===== config.mk =====
export PLATFORM = sky130hd
export DESIGN_NAME = bcd_conv_sched_flat
export DESIGN_NICKNAME = d
export VERILOG_FILES = /design/src/rtl/bcd_conv_sched_if.sv /design/src/rtl/bcd_conv_sched.sv /design/src/flat_wrapper.sv
export SDC_FILE = /design/constraint.sdc
export NUM_CORES = 1
export LEC_CHECK = 0
export ABC_CLOCK_PERIOD_IN_PS = 6000
export BUFFER_PORTS_ARGS = -buffer_cell sky130_fd_sc_hd__buf_2
export CAP_MARGIN = 0
export CORE_MARGIN = 5
export CORE_UTILIZATION = 52
export DETAILED_ROUTE_END_ITERATION = 8
export PLACE_DENSITY = 0.93
export SETUP_SLACK_MARGIN = 0.15
export SKIP_LAST_GASP = 1
export SLEW_MARGIN = 25
export SYNTH_ARGS = -nofsm -noshare
export SYNTH_HDL_FRONTEND = slang
export SYNTH_SLANG_ARGS = --single-unit
export TNS_END_PERCENT = 10

===== constraint.sdc =====
create_clock -name clk -period 6 [get_ports clk]
set_input_delay 0.3 -clock clk [delete_from_list [all_inputs] [get_ports clk]]
set_output_delay 0.3 -clock clk [all_outputs]
set_load 0.01 [all_outputs]

===== src/rtl/bcd_conv_sched_if.sv =====
// rtl/bcd_conv_sched_if.sv - requester, converter and response bundle for bcd_conv_sched
interface bcd_conv_sched_if #(
  parameter int NREQ = 4,
  parameter int IDW  = 2
);
  logic [NREQ-1:0]    req;
  logic [NREQ*16-1:0] req_data;
  logic [NREQ-1:0]    gnt;
  logic               busy;
  logic               cv_clr;
  logic               cv_shift;
  logic               cv_bit;
  logic [15:0]        cv_bcd;
  logic               rsp_vld;
  logic               rsp_rdy;
  logic [IDW-1:0]     rsp_id;
  logic [15:0]        rsp_bcd;
  logic               rsp_ovf;

  modport slave (
    input  req, req_data, cv_bcd, rsp_rdy,
    output gnt, busy, cv_clr, cv_shift, cv_bit, rsp_vld, rsp_id, rsp_bcd, rsp_ovf
  );

  modport master (
    output req, req_data, cv_bcd, rsp_rdy,
    input  gnt, busy, cv_clr, cv_shift, cv_bit, rsp_vld, rsp_id, rsp_bcd, rsp_ovf
  );
endinterface


===== src/rtl/bcd_conv_sched.sv =====
// rtl/bcd_conv_sched.sv - round-robin scheduler for a shared serial binary-to-BCD converter
// Optional: BCD_SCHED_OVF_SAT_EN saturates overflowed results to 16'h9999.
module bcd_conv_sched #(
  parameter int NREQ = 4,
  parameter int IDW  = 2
) (
  input logic              clk,
  input logic              rst_n,
  bcd_conv_sched_if.slave  bus
);

  typedef enum logic [1:0] {IDLE, SHIFT, CAPTURE, RESP} state_t;

  state_t         state_q, state_d;
  logic [IDW-1:0] ptr_q, ptr_d;
  logic [IDW-1:0] id_q, id_d;
  logic [IDW-1:0] rsp_id_q, rsp_id_d;
  logic [15:0]    sh_q, sh_d;
  logic [15:0]    rsp_bcd_q, rsp_bcd_d;
  logic [3:0]     cnt_q, cnt_d;
  logic           ovf_q, ovf_d;
  logic           rsp_ovf_q, rsp_ovf_d;

  logic [2*NREQ-1:0] req_dbl;
  logic              found;
  logic [IDW-1:0]    pick;
  logic [15:0]       opnd;
  int                sum;

  // Rotate the request vector by the pointer so the lowest set bit is the winner.
  always_comb begin
    found   = 1'b0;
    pick    = '0;
    opnd    = '0;
    sum     = 0;
    req_dbl = {bus.req, bus.req} >> ptr_q;
    for (int i = 0; i < NREQ; i++) begin
      if (!found && req_dbl[i]) begin
        found = 1'b1;
        sum   = int'(ptr_q) + i;
        if (sum >= NREQ) sum = sum - NREQ;
        pick  = IDW'(sum);
      end
    end
    for (int i = 0; i < NREQ; i++) begin
      if (int'(pick) == i) opnd = bus.req_data[i*16 +: 16];
    end
  end

  always_comb begin
    state_d      = state_q;
    ptr_d        = ptr_q;
    id_d         = id_q;
    sh_d         = sh_q;
    cnt_d        = cnt_q;
    ovf_d        = ovf_q;
    rsp_id_d     = rsp_id_q;
    rsp_bcd_d    = rsp_bcd_q;
    rsp_ovf_d    = rsp_ovf_q;
    bus.gnt      = '0;
    bus.cv_clr   = 1'b0;
    bus.cv_shift = 1'b0;
    bus.cv_bit   = 1'b0;
    bus.rsp_vld  = 1'b0;
    unique case (state_q)
      IDLE: begin
        if (found && rst_n) begin
          bus.gnt    = {{(NREQ-1){1'b0}}, 1'b1} << pick;
          bus.cv_clr = 1'b1;
          sh_d       = opnd;
          id_d       = pick;
          ovf_d      = (opnd > 16'd9999);
          cnt_d      = 4'd15;
          ptr_d      = (int'(pick) == NREQ-1) ? '0 : pick + 1'b1;
          state_d    = SHIFT;
        end
      end
      SHIFT: begin
        bus.cv_shift = 1'b1;
        bus.cv_bit   = sh_q[15];
        sh_d         = {sh_q[14:0], 1'b0};
        cnt_d        = cnt_q - 4'd1;
        if (cnt_q == 4'd0) state_d = CAPTURE;
      end
      CAPTURE: begin
        rsp_id_d  = id_q;
        rsp_ovf_d = ovf_q;
`ifdef BCD_SCHED_OVF_SAT_EN
        rsp_bcd_d = ovf_q ? 16'h9999 : bus.cv_bcd;
`else
        rsp_bcd_d = bus.cv_bcd;
`endif
        state_d   = RESP;
      end
      RESP: begin
        bus.rsp_vld = 1'b1;
        if (bus.rsp_rdy) state_d = IDLE;
      end
      default: state_d = IDLE;
    endcase
  end

  always_ff @(posedge clk) begin
    if (!rst_n) begin
      state_q   <= IDLE;
      ptr_q     <= '0;
      id_q      <= '0;
      sh_q      <= '0;
      cnt_q     <= '0;
      ovf_q     <= 1'b0;
      rsp_id_q  <= '0;
      rsp_bcd_q <= '0;
      rsp_ovf_q <= 1'b0;
    end else begin
      state_q   <= state_d;
      ptr_q     <= ptr_d;
      id_q      <= id_d;
      sh_q      <= sh_d;
      cnt_q     <= cnt_d;
      ovf_q     <= ovf_d;
      rsp_id_q  <= rsp_id_d;
      rsp_bcd_q <= rsp_bcd_d;
      rsp_ovf_q <= rsp_ovf_d;
    end
  end

  assign bus.busy    = (state_q != IDLE);
  assign bus.rsp_id  = rsp_id_q;
  assign bus.rsp_bcd = rsp_bcd_q;
  assign bus.rsp_ovf = rsp_ovf_q;

endmodule

===== src/flat_wrapper.sv =====
// flat-port wrapper written by rule: the top's interface ports become plain ports
module bcd_conv_sched_flat 
#(
  parameter int NREQ = 4,
  parameter int IDW  = 2
)
  (clk, rst_n, bus_req, bus_req_data, bus_cv_bcd, bus_rsp_rdy, bus_gnt, bus_busy, bus_cv_clr, bus_cv_shift, bus_cv_bit, bus_rsp_vld, bus_rsp_id, bus_rsp_bcd, bus_rsp_ovf);
  bcd_conv_sched_if #(.NREQ(NREQ), .IDW(IDW)) bus_i ();
  input logic clk;
  input logic rst_n;
  input wire logic [$bits(bus_i.req)-1:0] bus_req;
  input wire logic [$bits(bus_i.req_data)-1:0] bus_req_data;
  input wire logic [$bits(bus_i.cv_bcd)-1:0] bus_cv_bcd;
  input wire logic [$bits(bus_i.rsp_rdy)-1:0] bus_rsp_rdy;
  output wire logic [$bits(bus_i.gnt)-1:0] bus_gnt;
  output wire logic [$bits(bus_i.busy)-1:0] bus_busy;
  output wire logic [$bits(bus_i.cv_clr)-1:0] bus_cv_clr;
  output wire logic [$bits(bus_i.cv_shift)-1:0] bus_cv_shift;
  output wire logic [$bits(bus_i.cv_bit)-1:0] bus_cv_bit;
  output wire logic [$bits(bus_i.rsp_vld)-1:0] bus_rsp_vld;
  output wire logic [$bits(bus_i.rsp_id)-1:0] bus_rsp_id;
  output wire logic [$bits(bus_i.rsp_bcd)-1:0] bus_rsp_bcd;
  output wire logic [$bits(bus_i.rsp_ovf)-1:0] bus_rsp_ovf;
  assign bus_i.req = bus_req;
  assign bus_i.req_data = bus_req_data;
  assign bus_i.cv_bcd = bus_cv_bcd;
  assign bus_i.rsp_rdy = bus_rsp_rdy;
  assign bus_gnt = bus_i.gnt;
  assign bus_busy = bus_i.busy;
  assign bus_cv_clr = bus_i.cv_clr;
  assign bus_cv_shift = bus_i.cv_shift;
  assign bus_cv_bit = bus_i.cv_bit;
  assign bus_rsp_vld = bus_i.rsp_vld;
  assign bus_rsp_id = bus_i.rsp_id;
  assign bus_rsp_bcd = bus_i.rsp_bcd;
  assign bus_rsp_ovf = bus_i.rsp_ovf;
  bcd_conv_sched #(.NREQ(NREQ), .IDW(IDW)) u_core (.clk(clk), .rst_n(rst_n), .bus(bus_i));
endmodule

==> run_results.csv <==
group,metric,value,unit
worst_setup_path,worst-path-buf-inv,0,
cells_and_area,finalNetCount,526,
worst_setup_path,worstRegToRegCells,8,
clock_tree,clk_latency,0.31,ns
global_routing,grt_use_met2,0.3813,
yosys,synth_nets,429,
yosys,ys_ff_latch,46,
clock_tree,root_buffer,"clkbuf_8",
worst_setup_path,r2r_slack,2.96,ns
power,comb_power_share,0.559,
placed_design,dp_slack,2.897,ns
worst_setup_path,cp_cell_sequence,"nor2_1 -> a211o_1 -> a21oi_1 -> ha_1 -> a21oi_1 -> o221a_2 -> o2111a_1 -> a21oi_1",
cells_and_area,diodes,0,
clock_tree,cts.reportedPaths.clkPinSlew,0.09,ns
drt,wl,7290,um
clock_tree,cts_buffers,5,
worst_hold_path,min_from,"bus_cv_bcd[12]",
power,p_total,0.001526,W
yosys,synth-edff-count,0,
power,leakage,1.546,nW
power,p_switching,0.0006891,W
yosys,async_reset_ff_frac,0,
worst_setup_path,crit_slowest_cell,"ha_1",
placed_design,finalWeightedCongestion,0.8545,
worst_setup_path,worstPathRequired,6.24,ns
global_routing,grt_use_met3,0.02961,
sta,slew_headroom,0.3831,
global_routing,use_met1,0.2586,
worst_setup_path,crit_fanout,33,
cells_and_area,final_util,0.6556,
global_routing,grt_overflow,0,
floorplanning,die_y,81.86,um
clock_tree,cts_tree,"yes",
yosys,syn-cell-area,2685,sq um
status,status,"completed",
drt,wl_per_cell,14.55,um
worst_setup_path,crit_type,"reg -> reg",
drt,drtAntennaViolNets,0,
floorplanning,rows,26,
yosys,synth_flop_cell,"dfxtp_1",
placed_design,place_area,3234,sq um
sta,slew_viol_final,0,
power,switching_share,0.4516,
global_routing,grt_max_degree,53,
placed_design,portBuffers,114,
global_routing,grt_usage,0.2121,
sta,rsz0062_at_grt,"false",
power,p_seq_frac,0.315,
yosys,synth_area_leaders,"dfxtp_1 (34%), mux2i_1 (7.8%), nand2_1 (6.6%), a21oi_1 (6.0%), nor2b_1 (5.1%)",
yosys,synth_top_area_frac,0.3430,
sta,finalWorstSetupSlack,2.962,ns
worst_setup_path,cp.depth,8,
power,power_frac_clock,0.126,
clock_tree,cts_hold_buf,0,
drt,drt_iter0_drc,253,
worst_setup_path,crit_top_cell,"a21oi_1",
sta,hold_viol_final,0,
worst_setup_path,endpoint,"u_core.ovf_q",
yosys,yosysMostFrequentCell,"nand2_1",
drt,drc_errors,0,
worst_hold_path,hp-class,"in -> reg",
sta,fin_worst_skew,0.008837,ns
yosys,synth-seq-area-share,0.3430,
drt,via_per_inst,5.487,
flow_run,cap_violations,0,
global_routing,grt_pass1_vias,2564,
sta,tightest_slew,0.9254,ns
floorplanning,initial_core_util,0.5291,
clock_tree,cts_setup_buffers,0,
sta,finalCritPeriodShare,0.5064,
global_routing,top_usage_layer,"met2",
power,p_per_area,458.7,nW/um^2
yosys,synth_cells,333,
global_routing,antenna_found_initial,0,
worst_setup_path,rr_endpoint,"u_core.ovf_q",
drt,dr.pass1.iters,5,
sta,setup_viol,0,
yosys,synth.distinct_cells,39,
clock_tree,htree_num_levels,2,
worst_setup_path,cp.arrival,3.28,ns
clock_tree,cts_buffer_depth,2,
power,internal_power,0.0008369,W
yosys,synth.avg_cell_area,8.063,sq um
worst_setup_path,reg2reg_from,"u_core.ptr_q[0]",
drt,vias,2749,
placed_design,hpwl,5440,um
cells_and_area,design_area,3327,sq um
cells_and_area,drive_gt1_frac,0.3016,
worst_setup_path,critPathTopFamily,"compound AO/OA/AOI/OAI gates",
clock_tree,clock_sinks,46,
power,peakVddDrop,236.4,uV
worst_setup_path,crit_path_max_incr_delay,0.84,ns
floorplanning,dieArea,6701,sq um
cells_and_area,area_growth,23.90,%
floorplanning,design.core.area,5075,sq um
clock_tree,cts_resized,0,
yosys,ys_warn_count,0,
sta,min_period,3.038,ns
floorplanning,num_io_pins,115,
global_routing,grt_pass1_wl,11300,um
sta,fin_tns_setup,0,ns
yosys,yosys.area.top_type,"dfxtp_1",
worst_setup_path,end_kind,"flop",
worst_setup_path,crit_start,"u_core.ptr_q[0]",
yosys,synthTopCellsByCount,"nand2_1 (47), dfxtp_1 (46), a21oi_1 (32)",
floorplanning,die_w,81.86,um
sta,fmax,0.3291,GHz
worst_setup_path,start_kind,"flop",
power groups by stage:
stage,Sequential (W),Clock (W),Combinational [W]
3_3_place_gp,0.000474,0,0.000812
4_1_cts,0.000478,0.000195,0.000848
3_5_place_dp,0.000483,0,0.000842
6_report,0.000480,0.000192,0.000854
2_1_floorplan,0.000478,0,0.000655
5_1_grt,0.000492,0.000206,0.000946
cell type report:
type                    instances  area [sq um]
repair buffers                116         585.6
clock inverters                 3         21.27
well taps                      70         87.58
inverters                      17         63.81
fillers                       415          1748
flip-flops and latches         46         920.9
multi-input cells             244          1579
clock buffers                   5         68.82
per-stage QoR:
stage	std cells	hold slack [ns]
finish	501	0.2422
global route	501	0.2683
CTS	501	0.2409
detailed placement	493	0.4463
global placement	493	0.4421
floorplan	333	0.4281
per-layer routing:
layer	share of wire	wire, um
met1	0.40	2944
met2	0.52	3808
met3	0.058	423
met4	0.016	113
met5	0	0
flip-flops by register name, indices dropped and copies added, names as in the netlist:
name / cells
u_core.bus.rsp_bcd: 16
u_core.sh_q: 16
u_core.cnt_q: 4
u_core.bus.rsp_id: 2
u_core.id_q: 2
u_core.ptr_q: 2
u_core.state_q: 2
u_core.bus.rsp_ovf: 1
u_core.ovf_q: 1
kinds of logic (layout without fill, tap and decap cells):
family	Yosys count	count (layout)	synth area share
buffers and inverters	43	141	0.06990
adders and majority gates	9	9	0.04194
muxes	21	21	0.07828
and+or+nand+nor	111	111	0.2046
AOI/OAI and AO/OA	103	103	0.2624
DFF	46	46	0.3430
cell usage in the layout, fill, tap and decap left out, drive strengths merged, types with 2 or more instances in the layout:
cell type  instances
nor3b              2
clkbuf             5
o21ai             17
and2               5
mux2i             21
a21boi             3
inv               16
nand3b             4
a211oi             6
clkinv             3
nand2             47
o211ai            12
nor4               2
a211o              2
o221ai             7
a22oi              4
dfxtp             46
nor2b             22
o22ai              3
nand3              9
nor2              15
buf              116
a21o               2
o2111ai            3
a21oi             32
ha                 9
o211a              9
worst register-to-register path, delay by kind of cell (launching register included):
kind	cells	cell delay (ns)
flip-flops	1	0.38
AND/OR/NAND/NOR	1	0.08
AO/OA/AOI/OAI	6	1.66
adder cells (fa/ha/maj)	1	0.84
worst min path at each step:
stage / slack (ns) / cells after the start / end
after CTS: 0.24 / 3 / u_core.bus.rsp_bcd[7]
after floorplan: 0.43 / 2 / u_core.id_q[0]
after global routing: 0.27 / 3 / u_core.bus.rsp_bcd[5]
final: 0.24 / 3 / u_core.bus.rsp_bcd[12]
after detailed placement: 0.45 / 2 / u_core.id_q[0]
after global placement: 0.44 / 2 / u_core.sh_q[1]
(Power assumes the default switching activity.)
